--- config.mk ---
export PLATFORM = sky130hd
export DESIGN_NAME = textlcd_arbiter
export DESIGN_NICKNAME = d
export VERILOG_FILES = /design/src/rtl/textlcd_arbiter.sv
export SDC_FILE = /design/constraint.sdc
export NUM_CORES = 1
export LEC_CHECK = 0
export ABC_AREA = 1
export CORE_MARGIN = 5
export CORE_UTILIZATION = 40
export DETAILED_ROUTE_END_ITERATION = 8
export GPL_TIMING_DRIVEN = 0
export PLACE_DENSITY = 0.75
export RECOVER_POWER = 50
export SLEW_MARGIN = 10
export SYNTH_ARGS = -nofsm -noshare
export SYNTH_HDL_FRONTEND = slang
export SYNTH_SLANG_ARGS = --single-unit
--- constraint.sdc ---
create_clock -name lcdclk -period 2.1 [get_ports lcdclk]
set_clock_uncertainty 0.05 [all_clocks]
set_input_delay 0.42 -clock lcdclk [delete_from_list [all_inputs] [get_ports lcdclk]]
set_output_delay 0.42 -clock lcdclk [all_outputs]
set_load 0.05 [all_outputs]
--- src/rtl/textlcd_arbiter.sv ---
// rtl/textlcd_arbiter.sv - two-port round-robin arbiter for an HD44780-style text-LCD write bus
// Optional power-on init sequence (38/0C/06/01) enabled by defining TEXTLCD_ARB_INIT_EN.
module textlcd_arbiter #(
  parameter int T_SETUP     = 2,
  parameter int T_EN        = 12,
  parameter int T_HOLD      = 2,
  parameter int T_EXEC      = 1000,
  parameter int T_EXEC_LONG = 41000,
  parameter int CNT_W       = 16
) (
  input  logic       lcdclk,
  input  logic       reset,
  input  logic       req0,
  input  logic       rs0,
  input  logic [7:0] data0,
  output logic       ack0,
  input  logic       req1,
  input  logic       rs1,
  input  logic [7:0] data1,
  output logic       ack1,
  output logic       busy,
  output logic       lcd_rs,
  output logic       lcd_rw,
  output logic       lcd_en,
  output logic [7:0] lcd_data
);

  typedef enum logic [2:0] {
    S_IDLE   = 3'd0,
    S_SETUP  = 3'd1,
    S_ENABLE = 3'd2,
    S_HOLD   = 3'd3,
    S_WAIT   = 3'd4
  } state_t;

  state_t             state_q, state_d;
  logic [CNT_W-1:0]   cnt_q, cnt_d;
  logic               last_grant_q, last_grant_d;
  logic               ack0_q, ack0_d;
  logic               ack1_q, ack1_d;
  logic               busy_q, busy_d;
  logic               lcd_rs_q, lcd_rs_d;
  logic               lcd_en_q, lcd_en_d;
  logic [7:0]         lcd_data_q, lcd_data_d;

  logic               grant0, grant1, start;
  logic               is_long;

`ifdef TEXTLCD_ARB_INIT_EN
  logic [2:0]         init_idx_q, init_idx_d;
  logic               init_pending;
  logic [7:0]         init_byte;

  // Internal init commands run before any external port may be granted
  assign init_pending = (init_idx_q != 3'd4);

  // Init command table: function set, display on, entry mode, clear
  always_comb begin
    case (init_idx_q)
      3'd0:    init_byte = 8'h38;
      3'd1:    init_byte = 8'h0C;
      3'd2:    init_byte = 8'h06;
      default: init_byte = 8'h01;
    endcase
  end

  assign grant0 = !init_pending && req0 && (!req1 || last_grant_q);
  assign grant1 = !init_pending && req1 && (!req0 || !last_grant_q);
  assign start  = init_pending || grant0 || grant1;
`else
  // Round-robin: on a tie the port that did not win last time is granted
  assign grant0 = req0 && (!req1 || last_grant_q);
  assign grant1 = req1 && (!req0 || !last_grant_q);
  assign start  = grant0 || grant1;
`endif

  // Clear (01) and home (02/03) commands need the long execution wait
  assign is_long = !lcd_rs_q && ((lcd_data_q == 8'h01) || (lcd_data_q == 8'h02) ||
                                 (lcd_data_q == 8'h03));

  // State and datapath registers; reset aborts any write cycle immediately
  always_ff @(posedge lcdclk or posedge reset) begin
    if (reset) begin
      state_q      <= S_IDLE;
      cnt_q        <= '0;
      last_grant_q <= 1'b1;
      ack0_q       <= 1'b0;
      ack1_q       <= 1'b0;
      busy_q       <= 1'b0;
      lcd_rs_q     <= 1'b0;
      lcd_en_q     <= 1'b0;
      lcd_data_q   <= 8'h00;
`ifdef TEXTLCD_ARB_INIT_EN
      init_idx_q   <= 3'd0;
`endif
    end else begin
      state_q      <= state_d;
      cnt_q        <= cnt_d;
      last_grant_q <= last_grant_d;
      ack0_q       <= ack0_d;
      ack1_q       <= ack1_d;
      busy_q       <= busy_d;
      lcd_rs_q     <= lcd_rs_d;
      lcd_en_q     <= lcd_en_d;
      lcd_data_q   <= lcd_data_d;
`ifdef TEXTLCD_ARB_INIT_EN
      init_idx_q   <= init_idx_d;
`endif
    end
  end

  // Next-state: each timed phase advances when its counter reaches zero
  always_comb begin
    state_d = state_q;
    case (state_q)
      S_IDLE:   if (start)         state_d = S_SETUP;
      S_SETUP:  if (cnt_q == '0)   state_d = S_ENABLE;
      S_ENABLE: if (cnt_q == '0)   state_d = S_HOLD;
      S_HOLD:   if (cnt_q == '0)   state_d = S_WAIT;
      S_WAIT:   if (cnt_q == '0)   state_d = S_IDLE;
      default:                     state_d = S_IDLE;
    endcase
  end

  // Delay counter: load (T-1) on every state entry, count down, park at zero
  always_comb begin
    cnt_d = cnt_q;
    if (state_d != state_q) begin
      case (state_d)
        S_SETUP:  cnt_d = CNT_W'(T_SETUP - 1);
        S_ENABLE: cnt_d = CNT_W'(T_EN - 1);
        S_HOLD:   cnt_d = CNT_W'(T_HOLD - 1);
        S_WAIT:   cnt_d = is_long ? CNT_W'(T_EXEC_LONG - 1) : CNT_W'(T_EXEC - 1);
        default:  cnt_d = '0;
      endcase
    end else if (cnt_q != '0) begin
      cnt_d = cnt_q - 1'b1;
    end
  end

  // Outputs: latch the granted byte, pulse ack, derive strobe and busy from next state
  always_comb begin
    ack0_d       = 1'b0;
    ack1_d       = 1'b0;
    lcd_rs_d     = lcd_rs_q;
    lcd_data_d   = lcd_data_q;
    last_grant_d = last_grant_q;
`ifdef TEXTLCD_ARB_INIT_EN
    init_idx_d   = init_idx_q;
`endif
    if (state_q == S_IDLE) begin
`ifdef TEXTLCD_ARB_INIT_EN
      if (init_pending) begin
        lcd_rs_d   = 1'b0;
        lcd_data_d = init_byte;
        init_idx_d = init_idx_q + 3'd1;
      end else
`endif
      if (grant0) begin
        ack0_d       = 1'b1;
        lcd_rs_d     = rs0;
        lcd_data_d   = data0;
        last_grant_d = 1'b0;
      end else if (grant1) begin
        ack1_d       = 1'b1;
        lcd_rs_d     = rs1;
        lcd_data_d   = data1;
        last_grant_d = 1'b1;
      end
    end
    lcd_en_d = (state_d == S_ENABLE);
`ifdef TEXTLCD_ARB_INIT_EN
    busy_d   = (state_d != S_IDLE) || (init_idx_d != 3'd4);
`else
    busy_d   = (state_d != S_IDLE);
`endif
  end

  assign ack0     = ack0_q;
  assign ack1     = ack1_q;
  assign busy     = busy_q;
  assign lcd_rs   = lcd_rs_q;
  assign lcd_rw   = 1'b0;
  assign lcd_en   = lcd_en_q;
  assign lcd_data = lcd_data_q;

endmodule

==> out/summary.txt <==
status: finished, final reports clean
Arr. time, crit path: 1.50 ns
largest family of logic cells by synthesized area: simple AND/OR/NAND/NOR gates
H-tree depth: 2
slowest CP cell: clkdlybuf4s50_1
type of origin of the critical path: flop
Die Area: 6260 um2
commonest cells after routing, fill and taps aside: nand2_1 (52), inv_1 (36), dfrtp_1 (32), clkdlybuf4s50_1 (32), nor2_1 (26)
CTS tree: done
Setup Crit Path Kind: flop to output port
Layout Utilization: 51.7%
Syn Inst Count: 243
met3 WL: 175 um
routed vias/inst: 4.85
layout cells sized above 1: 13.6%
r2r endpoint: cnt_q[1]
Critical path buffers and inverters: 1
met2 wire length: 2070 um
post-route minimum period: 1.97 ns
Largest stage delay, worst path: 0.84 ns
FP Rows: 25
most common cell after layout, fill and taps aside: nand2_1
final non-filler cell total: 340
Placed Instances: 331
crit path max fanout: 3
top cell type's share of synthesized area: 41.9%
sequential element share of the synthesized area: 43.3%
pin count of the biggest net entering global routing: 34
first-pass GRT wire length: 7250 um
RePlAce Congestion: 0.808
total power: 3.12 mW
fin. max-slew vios: 0
via count: 1648
Antenna Violating Nets Remaining: 0
DRT Pass-1 Iters: 5
xor/xnor cell area share of the yosys netlist: 5.96%
PwrDens: 1290 nW/um2
top cells by area, synth: dfrtp_1 (42%), nand2_1 (10%), inv_1 (7.1%)
multiplexer share of the synthesized area: 0%
overall global routing resource usage: 14.5%
compound-gate portion of the synthesized area: 11.1%
number of setup violations in the final report: 0
Post-Synth Adder-Cell Area: 0.654%
syn_area_per_cell: 7.87 um2
Iter 0 DRT Violations: 59
Synth Area in Simple Gates: 28.7%
Max Used Layer: met4
Clock Latency Late Sink: 0.29 ns
setup slack, reg-to-reg: 0.19 ns
drt total wl: 4070 um
nets@finish: 308
Initial Utilization: 40.7%
Clock Tree Root: clkbuf_8
Synthesis Warnings: 0
DRC Markers: 0
reg2reg start: cnt_q[0]
IO Pins: 36
Hold Startpoint: last_grant_q
Area Overhead vs Synth: 26.9%
vias in the first global route: 1666
# clock sinks: 33
Crit. End Element: output port
routed len/inst: 12.0 um
Syn Std Cell Area: 1910 um2
area leader, netlist: dfrtp_1
Critical Path RT: 1.63 ns
placeable core area: 4690 um2
WHS Endpoint: last_grant_q
Final Hold Vio Count: 0
die extent in y: 79.1 um
Max-Cap Viols: 0
Distinct cells, synth: 33
Peak VDD IR: 0.000763 V
worst r2r path cells: 12
RSZ-0062 raised after global routing: no
Cell Chain, Critical Path: clkdlybuf4s50_1
Seq cells post-synth: 33
syn nets: 266
HPWL Detailed: 3140 um
critical path's top delay family: buffers and inverters
class of the worst hold path: flop to flop
Die Width: 79.1 um
GRT Residual Overflow: 0
DRT met1 WL: 1770 um
part of the cycle the worst path needs: 94.0%
Worst slew margin: 15.5%
Fmax: 507 MHz
actual slew at the worst max-slew pin: 1.27 ns
n_diodes: 0
clk slew on worst S/H paths: 0.07 ns
stages on the worst setup path: 1
hold depth: 2
CTS Buf Count: 5
IO buf count: 34
static leakage: 1.24 nW
CTS Buffer Depth: 2
antenna violations before repair: 0
## Yosys cell counts (all sizes together)
cell and instances:
nand2 59, inv 43, dfrtp 32, nor2 31
nand3 18, o21ai 18, o211ai 8, xor2 7
xnor2 6, buf 5, nand4 3, nor3 3
a211oi 2, a2111o 1, a2111oi 1, a21oi 1
conb 1, dfstp 1, ha 1, nand3b 1
or2 1
## cell type report
| cell class | instances | area, um2 |
|---|---|---|
| inverters | 43 | 161 |
| clock buffers | 8 | 90.1 |
| repair buffers | 35 | 348 |
| fillers | 471 | 2270 |
| well taps | 54 | 67.6 |
| plain buffers | 5 | 32.5 |
| flip-flops and latches | 33 | 827 |
| multi-input cells | 162 | 900 |
## registers in the layout, summed over array words and instances, names as in the netlist
name / count
ack0: 1
lcd_rs: 1
lcd_data: 8
lcd_en: 1
ack1: 1
state_q: 3
last_grant_q: 1
cnt_q: 16
busy: 1
## worst reg2reg max path: cells and delay by family, from the launching register on
kind | cells | cell delay [ns]
simple gates | 7 | 0.75
buf+inv | 3 | 0.33
compound gates | 1 | 0.10
fa+ha+maj | 1 | 0.20
flops | 1 | 0.39
## power breakdown
| group | switching, mW | total, mW | leakage, nW | internal [mW] |
|---|---|---|---|---|
| registers | 0.208 | 1.11 | 0.407 | 0.901 |
| logic | 0.946 | 1.50 | 0.790 | 0.558 |
| clock network | 0.239 | 0.506 | 0.0455 | 0.268 |
| total | 1.39 | 3.12 | 1.24 | 1.73 |
## layer usage
metal / global-route usage [%] / up-vias
met3: 3.63 / 6
met5: 0 / -
met1: 17.0 / 767
li1: - / 848
met4: 4.98 / 0
met2: 25.7 / 27
## cells by family (layout without fill, tap and decap cells)
family | Yosys count | count (layout)
simple gates | 116 | 116
buf+inv | 48 | 91
flops | 33 | 33
compound gates | 31 | 31
xor+xnor | 13 | 13
fa+ha+maj | 1 | 1
other cells | 1 | 1
## stage by stage
step,worst slack [ns],cell area [um2],setup TNS [ns],hold WS (ns)
5_1_grt,0.0152,2430,0,0.452
2_1_floorplan,0.376,1910,0,0.400
4_1_cts,0.0605,2410,0,0.424
6_report,0.127,2430,0,0.433
3_5_place_dp,-0.151,2320,-0.970,0.413
3_3_place_gp,-0.0935,2320,-0.670,0.411
## what timing repair did
action	4_1_cts	5_1_grt
setup endpoints to repair	0	9
hold buffers	0	0
setup buffers	0	1
resized for setup	0	3
## worst max-delay path by stage
| stage | to | startpoint |
|---|---|---|
| after CTS | cnt_q[8] | cnt_q[0] |
| after global routing | cnt_q[7] | cnt_q[0] |
| after global placement | lcd_data[0] | req1 |
| after detailed placement | lcd_data[1] | req1 |
| after floorplan | cnt_q[13] | cnt_q[0] |
| final | lcd_data[2] | lcd_data[2] |
No activity file was read; power rests on OpenSTA's default activity.
